--- config.mk ---
export PLATFORM = sky130hd
export DESIGN_NAME = multi_cycle_control
export DESIGN_NICKNAME = d
export VERILOG_FILES = /design/src/rtl/multi_cycle_control.sv
export SDC_FILE = /design/constraint.sdc
export NUM_CORES = 1
export LEC_CHECK = 0
export BUFFER_PORTS_ARGS = -buffer_cell sky130_fd_sc_hd__buf_2
export CAP_MARGIN = 15
export CORE_MARGIN = 10
export CORE_UTILIZATION = 48
export CTS_CLUSTER_SIZE = 8
export DETAILED_ROUTE_END_ITERATION = 10
export GPL_ROUTABILITY_DRIVEN = 0
export GPL_TIMING_DRIVEN = 0
export PLACE_DENSITY = 0.76
export SYNTH_ARGS = -nofsm -noshare
export SYNTH_HDL_FRONTEND = slang
export SYNTH_SLANG_ARGS = --single-unit
--- constraint.sdc ---
create_clock -name CLK -period 2.4 [get_ports CLK]
set_input_delay 0.24 -clock CLK [delete_from_list [all_inputs] [get_ports CLK]]
set_output_delay 0.24 -clock CLK [all_outputs]
set_load 0.02 [all_outputs]
--- src/rtl/multi_cycle_control.sv ---
// Control FSM for the MultipleCPU multi-cycle datapath.
// Decodes op, sequences IF/ID/EXE/MEM/WB, drives datapath controls.
//
// Ports:
//   CLK, Reset      clock (rising edge), async active-low reset
//   op, zero        opcode IR[31:26], ALU zero flag (valid in EXE)
//   PCWre..ALUOp    datapath enables and mux selects
//   state           current state (debug), HALT shows as 011
//   retired         count of edges with PCWre=1 (retired instructions)
module multi_cycle_control #(
    parameter int ST_W  = 3,
    parameter int CNT_W = 32
) (
    input  logic             CLK,
    input  logic             Reset,
    input  logic [5:0]       op,
    input  logic             zero,
    output logic             PCWre,
    output logic             IRWre,
    output logic             InsMemRW,
    output logic             mRD,
    output logic             mWR,
    output logic             RegWre,
    output logic             ALUSrcB,
    output logic             ExtSel,
    output logic             DBDataSrc,
    output logic             WrRegDSrc,
    output logic [1:0]       RegDst,
    output logic [1:0]       PCSrc,
    output logic [2:0]       ALUOp,
    output logic [ST_W-1:0]  state,
    output logic [CNT_W-1:0] retired
);

    typedef enum logic [2:0] {
        S_IF     = 3'b000,
        S_ID     = 3'b001,
        S_EXE_AL = 3'b110,
        S_EXE_BR = 3'b101,
        S_EXE_LS = 3'b010,
        S_MEM    = 3'b011,
        S_WB_AL  = 3'b111,
        S_WB_LD  = 3'b100
    } state_t;

    localparam logic [5:0] OP_ADD   = 6'b000000;
    localparam logic [5:0] OP_SUB   = 6'b000001;
    localparam logic [5:0] OP_ADDIU = 6'b000010;
    localparam logic [5:0] OP_SLT   = 6'b100110;
    localparam logic [5:0] OP_ANDI  = 6'b010000;
    localparam logic [5:0] OP_ORI   = 6'b010001;
    localparam logic [5:0] OP_SW    = 6'b110000;
    localparam logic [5:0] OP_LW    = 6'b110001;
    localparam logic [5:0] OP_BEQ   = 6'b110100;
    localparam logic [5:0] OP_BNE   = 6'b110101;
    localparam logic [5:0] OP_J     = 6'b111000;
    localparam logic [5:0] OP_JR    = 6'b111001;
    localparam logic [5:0] OP_JAL   = 6'b111010;
    localparam logic [5:0] OP_HALT  = 6'b111111;

    state_t           state_q, state_d;
    logic             halt_q, halt_d;
    logic [CNT_W-1:0] retired_q, retired_d;

    logic       is_al, is_br, is_ls, is_halt;
    logic       is_imm, is_logic, is_rtype;
    logic [2:0] al_op;

    // Opcode classification
    always_comb begin
        is_al    = 1'b0;
        is_br    = 1'b0;
        is_ls    = 1'b0;
        is_halt  = 1'b0;
        is_imm   = 1'b0;
        is_logic = 1'b0;
        is_rtype = 1'b0;
        al_op    = 3'b000;
        case (op)
            OP_ADD:   begin is_al = 1'b1; is_rtype = 1'b1; al_op = 3'b000; end
            OP_SUB:   begin is_al = 1'b1; is_rtype = 1'b1; al_op = 3'b001; end
            OP_SLT:   begin is_al = 1'b1; is_rtype = 1'b1; al_op = 3'b100; end
            OP_ADDIU: begin is_al = 1'b1; is_imm = 1'b1; al_op = 3'b000; end
            OP_ANDI:  begin
                is_al = 1'b1; is_imm = 1'b1; is_logic = 1'b1; al_op = 3'b010;
            end
            OP_ORI:   begin
                is_al = 1'b1; is_imm = 1'b1; is_logic = 1'b1; al_op = 3'b011;
            end
            OP_BEQ, OP_BNE: is_br = 1'b1;
            OP_LW, OP_SW:   is_ls = 1'b1;
            OP_HALT:        is_halt = 1'b1;
            default: ;
        endcase
    end

    always_ff @(posedge CLK or negedge Reset) begin
        if (!Reset) begin
            state_q   <= S_IF;
            halt_q    <= 1'b0;
            retired_q <= '0;
        end else begin
            state_q   <= state_d;
            halt_q    <= halt_d;
            retired_q <= retired_d;
        end
    end

    // Next-state
    always_comb begin
        state_d = state_q;
        halt_d  = halt_q;
        if (!halt_q) begin
            case (state_q)
                S_IF: state_d = S_ID;
                S_ID: begin
                    if (is_al)        state_d = S_EXE_AL;
                    else if (is_br)   state_d = S_EXE_BR;
                    else if (is_ls)   state_d = S_EXE_LS;
                    else if (is_halt) begin
                        // HALT shares the MEM encoding, told apart by halt_q
                        state_d = S_MEM;
                        halt_d  = 1'b1;
                    end else          state_d = S_IF;
                end
                S_EXE_AL: state_d = S_WB_AL;
                S_EXE_BR: state_d = S_IF;
                S_EXE_LS: state_d = S_MEM;
                S_MEM:    state_d = (op == OP_LW) ? S_WB_LD : S_IF;
                S_WB_AL:  state_d = S_IF;
                S_WB_LD:  state_d = S_IF;
                default:  state_d = S_IF;
            endcase
        end
    end

    // Outputs
    always_comb begin
        PCWre     = 1'b0;
        IRWre     = 1'b0;
        InsMemRW  = 1'b0;
        mRD       = 1'b0;
        mWR       = 1'b0;
        RegWre    = 1'b0;
        ALUSrcB   = 1'b0;
        ExtSel    = 1'b0;
        DBDataSrc = 1'b0;
        WrRegDSrc = 1'b0;
        RegDst    = 2'b00;
        PCSrc     = 2'b00;
        ALUOp     = 3'b000;
        if (!halt_q) begin
            case (state_q)
                S_IF: begin
                    IRWre    = 1'b1;
                    InsMemRW = 1'b1;
                end
                S_ID: begin
                    if (op == OP_J) begin
                        PCWre = 1'b1;
                        PCSrc = 2'b11;
                    end else if (op == OP_JR) begin
                        PCWre = 1'b1;
                        PCSrc = 2'b10;
                    end else if (op == OP_JAL) begin
                        PCWre  = 1'b1;
                        PCSrc  = 2'b11;
                        RegWre = 1'b1;
                    end else if (!(is_al || is_br || is_ls || is_halt)) begin
                        // undefined opcode retires as a NOP
                        PCWre = 1'b1;
                    end
                end
                S_EXE_AL, S_WB_AL: begin
                    ALUOp   = al_op;
                    ALUSrcB = is_imm;
                    ExtSel  = !is_logic;
                    if (state_q == S_WB_AL) begin
                        RegWre    = 1'b1;
                        WrRegDSrc = 1'b1;
                        RegDst    = is_rtype ? 2'b10 : 2'b01;
                        PCWre     = 1'b1;
                    end
                end
                S_EXE_BR: begin
                    ALUOp  = 3'b001;
                    ExtSel = 1'b1;
                    PCWre  = 1'b1;
                    if ((op == OP_BEQ && zero) || (op == OP_BNE && !zero))
                        PCSrc = 2'b01;
                end
                S_EXE_LS, S_MEM: begin
                    ALUSrcB = 1'b1;
                    ExtSel  = 1'b1;
                    if (state_q == S_MEM) begin
                        if (op == OP_LW) begin
                            mRD = 1'b1;
                        end else begin
                            mWR   = 1'b1;
                            PCWre = 1'b1;
                        end
                    end
                end
                S_WB_LD: begin
                    RegWre    = 1'b1;
                    DBDataSrc = 1'b1;
                    WrRegDSrc = 1'b1;
                    RegDst    = 2'b01;
                    PCWre     = 1'b1;
                end
                default: ;
            endcase
        end
    end

    assign retired_d = PCWre ? retired_q + CNT_W'(1) : retired_q;
    assign state     = ST_W'(state_q);
    assign retired   = retired_q;

endmodule

* Word level (Yosys, flattened, before mapping)
Cells that the tools add are included.
Word-level totals: memories 0, output and inout bits 52, RAM bits 0, bits of input ports 9, latch bits 0, bits in read-only memories 0, register bits 36
Cells by class: divide/modulo/power cells 0, shift operators 0, multiplexer cells 62, multiply operators 0, bitwise operators 0, reductions and logical operators 21, equal/unequal tests 20, add/subtract/negate cells 1, order comparisons 0
Operators with widths (count):
- $eq A6 B6 Y1 const B | 9
- $mux W1 | 39
- $add A32 B1 Y32 const B | 1
- $mux W2 | 9
- $pmux W3 S6 | 1
- $eq A3 B3 Y1 const B | 4
- $eq A6 B5 Y1 const B | 2
- $mux W3 | 4
- $pmux W3 S4 | 1
- $reduce_or A2 Y1 | 6
- $reduce_or A3 Y1 | 4
- $pmux W2 S2 | 2
- $eq A3 B2 Y1 const B | 2
- $eq A6 B1 Y1 const B | 1
- $eq A6 B2 Y1 const B | 1
- $logic_not A6 Y1 | 1
- $pmux W1 S2 | 3
- $pmux W3 S2 | 1
- $reduce_or A6 Y1 | 1
- $logic_or A1 B1 Y1 | 4
- $pmux W1 S4 | 1
- $eq A3 B1 Y1 const B | 1
- $logic_not A3 Y1 | 1
- $pmux W1 S3 | 1
- other kinds (2) | 4

* Logic depth before layout (Yosys ltp)
Gate-level depths: netlist of the first run.
depth in word-level cells 12, mapped depth 10

* Least setup slack after synthesis of the first run
Ideal clock, no wire load.
kind register to output, start reg state_q[1] (netlist: state[1]), end out PCSrc[0], arrival time 2.465 ns, cell stages (with the launch flop) 6, setup slack -0.305 ns, required time 2.160 ns, cells stage by stage dfrtp_1 buf_6 or4b_4 or4b_2 a21boi_0 o21ai_0
Between the ends: cells in the longest elaborated chain, start to end 3
RTL lines:
- from (decl) | RTL line 61 | state_t state_q, state_d;
- from (signal assigned) | RTL line 103 | state_q <= state_d;
- $eq A3 B3 Y1 or $eq A3 B1 Y1 (tied branches) | RTL line 153 | case (state_q)
- $pmux W2 S2 (*) | RTL line 153
- $mux W2 (*) | RTL line 152 | if (!halt_q) begin
- to (decl) | RTL line 29 | output logic [1:0] PCSrc,
Every way passes the cells marked *; elsewhere a longest branch is shown, timed or not.

* Worst setup path after layout of the first run
Ends and elaborated chain as after synthesis.

==> summary.md, run 1 <==
| Metric | Value |
|---|---|
| Share of power burned in the clock network | `15.7%` |
| Core Footprint | `4690 um2` |
| Critical path startpoint category | `register` |
| CTS Buf Count | `5` |
| Predominant post-synthesis flop cell | `dfrtp_1` |
| Global-route wire length before repair | `~9.7 mm` |
| Critical R2R Capture | `retired[6]$_DFFE_PN0P_` |
| EDFF count, synth | `0` |
| Final net count | `323` |
| Starting utilization of the core area | `about 49%` |
| Post-synthesis cell type count | `46` |
| Number of antenna violations at the first check in global routing | `0` |
| Height of the die | `89.3 um` |
| Die area | `roughly 8000 um2` |
| Area growth, synth to finish | `38.1%` |
| Unrepaired setup endpoints after global routing | `true` |
| Pre-Repair DR Iteration Count | `5` |
| Final Cycle Share | `107%` |
| Proportion of power drawn by flip-flops and latches | `30.7%` |
| DP HPWL | `about 4.4 mm` |
| Root buffer cell | `clkbuf_8` |
| Layout Cell Area excl Fill | `around 3200 um2` |
| Top fanout value on the critical path | `4` |
| DIE WIDTH | `89.3 um` |
| Data required time at the worst endpoint | `between 2000 and 2500 ps` |
| Critical Setup Path Class | `reg2out` |
| Reg2Reg Launch Point | `state[1]$_DFFE_PN0N_` |
| Int Pwr | `1560 uW` |
| Total power per unit cell area | `886 nW/um2` |
| Remaining design rule violation count | `0` |
| Cell with the largest stage delay on the worst path | `or4b_4` |
| Final count of negative-setup-slack endpoints | `9` |
| Number of clock sinks | `36` |
| Hold violation count in the final report | `0` |
| Filler cell count in the final layout | `~330` |
| Count of cells along the worst register-to-register path | `9` |
| Post-layout total power | `2820 uW` |
| Total congestion overflow after global routing | `0` |
| Hold WC Path Type | `in2async` |
| Most frequent cells in the layout | `buf_2 (56), dfrtp_1 (34), xor2_1 (28)` |
| ANT nets after route | `0` |
| Failing checks | `setup timing` |
| Clock-pin slew on the worst setup and hold paths | `about 70 ps` |
| R2R Setup Slk | `-20 ps` |
| Crit end category | `output port` |
| Violation count after the first detailed-route iteration | `about 130` |
| Number of nets in the synthesized netlist | `247` |
| Post-detailed-placement cell area | `2680 um2` |
| YS warnings | `0` |
| CP max stage delay | `530 ps` |
| Htree depth | `2` |
| Peak supply drop | `473 uV` |
| Pin count of the biggest net entering global routing | `37` |
| Number of top-level pins | `just over 60` |
| Via-per-instance ratio | `5.76` |
| Most common library cell in the layout ignoring fill and taps | `buf_2` |
| Series of cell instances along the critical path | `buf_6 -> or4b_4 -> or4b_4 -> a21boi_2 -> o21ai_2 -> buf_6` |
| Average wire per standard cell | `17.8 um` |
| Synth Instances | `233` |
| Final critical-path setup slack | `-169 ps` |
| Clock buffer depth | `2` |
| Syn Std Cell Area | `roughly 2300 um2` |
| Combinational power share | `53.6%` |
| Count of maximum capacitance violations | `0` |
| Sw Ratio | `44.7%` |
| Max-slew violation total from the final report | `0` |
| Data arrival time at the worst-slack endpoint | `2330 ps` |
| Share of flip-flops with an asynchronous set or reset | `100%` |
| Standard-cell row count | `25` |
| Post-synthesis average cell area | `9.89 um2` |
| Net Switching | `between 1000 and 1500 uW` |
| CTS tree | `done` |
| GR Util All Layers | `around 15%` |
| #FFs+latches synth | `36` |
| Input/output buffers | `59` |
| Fmax achieved | `0.389 GHz` |
| Relative slew margins | `roughly a quarter` |
| Worst-skew pair later-pin latency | `290 ps` |
| Number of global-route vias before repair | `1969` |
| Min cycle time layout | `2570 ps` |
| Wire length reported by the detailed router | `roughly 6.5 mm` |
| Fraction of layout cells with a size suffix above 1 | `roughly two fifths` |
| Cell leakage power | `0.00140 uW` |
| Worst Skew | `7.27 ps` |
| Via total after detailed routing | `~2100` |
| Ant diodes | `0` |
| Fraction of the yosys area taken by sequential cells | `39.1%` |
| Actual transition at the worst max-transition pin | `1120 ps` |
| Outcome | `complete, but fails checks` |
through the flow:
stage / instances / utilization, % / setup WS (ps) / TNS [ps] / hold WS [ps]
final: 364 / 67.8 / -169 / -593 / 19.2
after global routing: 364 / 67.8 / -226 / -2310 / 91.0
after CTS: 362 / 62.2 / -154 / -446 / 55.2
after detailed placement: 346 / 57.0 / -20.5 / -117 / 358
after global placement: 346 / 57.0 / -12.8 / -48.1 / 356
after floorplan: 233 / - / 31.8 / 0 / -55.6
flip-flops by register name (all words and copies together) (netlist names):
name	count
retired	32
halt_q	1
state	3
power by group through the flow:
stage          Clock [uW]  Sequential, uW  Combinational [uW]
2_1_floorplan           0             941                 657
5_1_grt               479             885                1610
6_report              443             868                1510
4_1_cts               441             847                1220
3_5_place_dp            0             854                1070
3_3_place_gp            0             849                1060
cells in the mapped netlist (all sizes together) (6+ instances only):
library cell | n | area, um2
nor3 | 15 | 110
buf | 8 | 62.6
nand2 | 15 | 56.3
dfrtp | 36 | 901
xor2 | 28 | 245
nand4 | 9 | 62.6
nand3 | 14 | 70.1
o21ai | 6 | 30.0
nor4 | 12 | 119
nor4b | 8 | 114
a21oi | 7 | 35.0
inv | 6 | 22.5
nor2 | 16 | 60.1
worst max-delay path by stage:
stage / startpoint / to / slack, ps
6_report: state[1]$_DFFE_PN0N_ / PCSrc[0] / -170
3_3_place_gp: state[2]$_DFFE_PN0N_ / retired[4]$_DFFE_PN0P_ / -10
4_1_cts: state[1]$_DFFE_PN0N_ / PCSrc[0] / -150
3_5_place_dp: state[2]$_DFFE_PN0N_ / retired[17]$_DFFE_PN0P_ / -20
2_1_floorplan: state[2]$_DFFE_PN0N_ / retired[1]$_DFFE_PN0P_ / 30
5_1_grt: state[1]$_DFFE_PN0N_ / RegWre / -230
worst max-delay path, delay by kind of cell (launching register included):
family / cells / cell delay (ps)
AOI/OAI and AO/OA: 2 / 310
buffers and inverters: 2 / 260
DFF: 1 / 420
and+or+nand+nor: 2 / 1040
metal layers:
metal | share of wire [%] | track usage, %
met3 | 6.8 | 4.38
met1 | 43 | 19.9
met2 | 48 | 24.2
met4 | 1.5 | 3.61
met5 | 0 | 0
kinds of logic after synthesis:
logic type / share of synthesized area, %
XOR/XNOR: 11.8
AO/OA/AOI/OAI: 8.31
buffers and inverters: 4.51
flip-flops: 39.1
adder cells (fa/ha/maj): 2.71
AND/OR/NAND/NOR: 32.2
multiplexers: 1.41
repair_timing:
item | CTS | global route
gates resized for setup | 17 | 41
setup endpoints to repair | 23 | 27
hold buffers | 0 | 0
pin swaps | 4 | 41
setup buffers | 8 | 1
cloned | 0 | 1
final cells by class:
class | instances | area (um2) | area share [%]
Multi-Input combinational cell | 178 | 1550 | 48.8
Sequential cell | 36 | 903 | 28.4
Timing Repair Buffer | 69 | 434 | 13.6
Buffer | 13 | 109 | 3.42
Clock buffer | 8 | 90.1 | 2.83
Tap cell | 54 | 67.6 | 2.12
Inverter | 6 | 25.0 | 0.786
(Power assumes the default switching activity.)
==> inputs of run 2 (changes only) <==
--- a/config.mk
+++ b/config.mk
@@ -8,12 +8,13 @@
 export BUFFER_PORTS_ARGS = -buffer_cell sky130_fd_sc_hd__buf_2
 export CAP_MARGIN = 15
 export CORE_MARGIN = 10
-export CORE_UTILIZATION = 48
+export CORE_UTILIZATION = 49
+export CTS_BUF_LIST = sky130_fd_sc_hd__clkbuf_8
 export CTS_CLUSTER_SIZE = 8
 export DETAILED_ROUTE_END_ITERATION = 10
 export GPL_ROUTABILITY_DRIVEN = 0
 export GPL_TIMING_DRIVEN = 0
-export PLACE_DENSITY = 0.76
+export PLACE_DENSITY = 0.77
 export SYNTH_ARGS = -nofsm -noshare
 export SYNTH_HDL_FRONTEND = slang
 export SYNTH_SLANG_ARGS = --single-unit
==> summary.md, run 2 (same netlist as run 1, synthesis figures left out) <==
| Metric | Value |
|---|---|
| Root buffer cell | `clkbuf_8` |
| Count of cells along the worst register-to-register path | `8 (-1)` |
| Worst Setup Slack post-DPL | `-48.5 ps (-28.0 ps)` |
| Critical Setup Path Class | `reg2out` |
| Peak supply drop | `634 uV (+34%)` |
| Cell with the largest stage delay on the worst path | `or4b_4` |
| Max-slew violation total from the final report | `0 (unchanged)` |
| Top Layer Used | `met4` |
| Via total after detailed routing | `2099 (+0.048%)` |
| Starting utilization of the core area | `51.9% (+2.7 points)` |
| Number of stages on the worst setup path | `6 (unchanged)` |
| Filler cell count in the final layout | `345 (+3.3%)` |
| Crit end category | `output port` |
| CP max stage delay | `540 ps (about the same)` |
| Kind of cell adding the most delay to the critical path | `simple AND/OR/NAND/NOR gates` |
| Min Hold Slack | `33.0 ps (+13.8 ps)` |
| Worst-skew pair later-pin latency | `290 ps (about the same)` |
| Total congestion overflow after global routing | `0 (unchanged)` |
| R2R Setup Slk | `-60 ps (-40 ps)` |
| Final critical-path setup slack | `-142 ps (+26.7 ps)` |
| CTS tree | `done` |
| Number of antenna violations at the first check in global routing | `0 (unchanged)` |
| Wire length reported by the detailed router | `6.29 mm (-3.0%)` |
| Hold WC Path Type | `in2async` |
| GR Util All Layers | `15.1% (-0.12 points)` |
| Critical path startpoint category | `register` |
| Final Cycle Share | `106% (-1.1 points)` |
| Relative slew margins | `34.8% (+9.9 points)` |
| Series of cell instances along the critical path | `buf_6 -> or4b_4 -> or4b_4 -> a21boi_1 -> o21ai_2 -> buf_6` |
| Reg2Reg Launch Point | `state[1]$_DFFE_PN0N_` |
| Top fanout value on the critical path | `5 (+1)` |
| Core Footprint | `4440 um2 (-5.3%)` |
| Cell leakage power | `0.00129 uW (-7.9%)` |
| Actual transition at the worst max-transition pin | `974 ps (-148 ps)` |
| Fmax achieved | `0.393 GHz (+1.0%)` |
| Number of clock sinks | `36 (unchanged)` |
| Most frequent cells in the layout | `buf_2 (55), dfrtp_1 (34), xor2_1 (28)` |
| Remaining design rule violation count | `0 (unchanged)` |
| Layout Cell Area excl Fill | `3040 um2 (-4.5%)` |
| Worst Skew | `5.82 ps (-1.45 ps)` |
| Hold violation count in the final report | `0 (unchanged)` |
| Data required time at the worst endpoint | `2160 ps (about the same)` |
| Violation count after the first detailed-route iteration | `155 (+24%)` |
| Min cycle time layout | `2540 ps (-26.7 ps)` |
| Via-per-instance ratio | `5.77 (about the same)` |
| Average wire per standard cell | `17.3 um (-3.0%)` |
| Cts hold-fix bufs | `0 (unchanged)` |
| Final count of negative-setup-slack endpoints | `7 (-2)` |
| Area growth, synth to finish | `31.9%` |
| Failing checks | `setup timing` |
| Unrepaired setup endpoints after global routing | `true` |
| Number of buffer and inverter instances along the worst setup path | `2 (unchanged)` |
| Ant diodes | `0 (unchanged)` |
| Met2 Wirelength | `3.11 mm (-0.58%)` |
| DP HPWL | `4.46 mm (+2.0%)` |
| Input/output buffers | `59 (unchanged)` |
| Total power per unit cell area | `849 nW/um2 (-4.2%)` |
| Final net count | `325 (+0.62%)` |
| Max FFs per register | `32 (unchanged)` |
| Met3 routed wirelength | `415 um (-6.5%)` |
| Post-detailed-placement cell area | `2670 um2 (about the same)` |
| ANT nets after route | `0 (unchanged)` |
| Outcome | `complete, but fails checks` |
| Height of the die | `88.6 um (-0.80%)` |
| Standard-cell row count | `24 (-4.0%)` |
| Data arrival time at the worst-slack endpoint | `2300 ps (-30 ps)` |
| CTS Buf Count | `5 (unchanged)` |
| DIE WIDTH | `88.6 um (-0.80%)` |
| Die area | `7850 um2 (-1.6%)` |
| Clock buffer depth | `2 (unchanged)` |
| Htree depth | `2 (unchanged)` |
| Number of global-route vias before repair | `1925 (-2.2%)` |
| Clock-pin slew on the worst setup and hold paths | `70 ps (about the same)` |
| Critical R2R Capture | `retired[9]$_DFFE_PN0P_` |
| Fraction of layout cells with a size suffix above 1 | `40.1% (-1.5 points)` |
| Pre-Repair DR Iteration Count | `4 (-1)` |
| Pin count of the biggest net entering global routing | `37 (unchanged)` |
| Layout Utilization | `68.4% (+0.54 points)` |
| Number of top-level pins | `61 (unchanged)` |
| Count of maximum capacitance violations | `0 (unchanged)` |
| Most common library cell in the layout ignoring fill and taps | `buf_2` |
| Length of routed wiring on met1 | `2.69 mm (-4.6%)` |
| Global-route wire length before repair | `9.56 mm (-1.5%)` |
[run 2: changes by cell type in the layout (fill, tap and decap cells not counted), moves of 3 or more]
cell and change:
buf_12 -4, buf_4 +4, nor3_4 -4, buf_6 +3
inv_1 +3, nor3_1 +3, nor4b_2 +3, nor4b_4 -3
[run 2: how the worst max path moves through the flow]
stage | startpoint | end
floorplan | state[2]$_DFFE_PN0N_ | retired[1]$_DFFE_PN0P_
global placement | state[2]$_DFFE_PN0N_ | retired[4]$_DFFE_PN0P_
detailed placement | state[2]$_DFFE_PN0N_ | retired[23]$_DFFE_PN0P_
CTS | state[1]$_DFFE_PN0N_ | PCSrc[0]
global route | state[0]$_DFFE_PN0N_ | PCSrc[0]
finish | state[1]$_DFFE_PN0N_ | PCSrc[0]
[run 2: power by group]
part           internal, uW  leakage, uW  switching [uW]  total (uW)
registers               708     0.000390             152         860
logic                   515     0.000846             798        1310
clock network           195    0.0000505             213         409
[run 2: cell type report]
type | count | area (um2) | share of cell area [%]
multi-input combinational | 178 | 1460 | 48.0
inverter | 6 | 25.0 | 0.823
buffer | 11 | 71.3 | 2.35
clock buffer | 5 | 68.8 | 2.26
sequential | 36 | 903 | 29.7
timing repair buffer | 73 | 433 | 14.2
tap | 52 | 65.1 | 2.14
clock inverter | 3 | 12.5 | 0.412
[run 2: metrics by stage]
step                      TNS [ps]  power [uW]  std cells
after floorplan                  0        1600        233
after global placement        -259        1900        344
after detailed placement      -401        1920        344
after CTS                     -574        2370        355
after global routing         -1380        2730        364
final                         -475        2580        364
[run 2: timing repair]
action	4_1_cts	5_1_grt
endpoints found under the setup margin	24	18
buffers inserted	3	11
gates resized for setup	13	24
cloned	0	0
pin swaps	4	9
[run 2: per-layer routing]
| metal | GRT usage (%) | vias up |
|---|---|---|
| met3 | 3.58 | 7 |
| met2 | 24.2 | 65 |
| li1 | - | 1002 |
| met1 | 19.6 | 1025 |
| met5 | 0 | - |
| met4 | 4.85 | 0 |
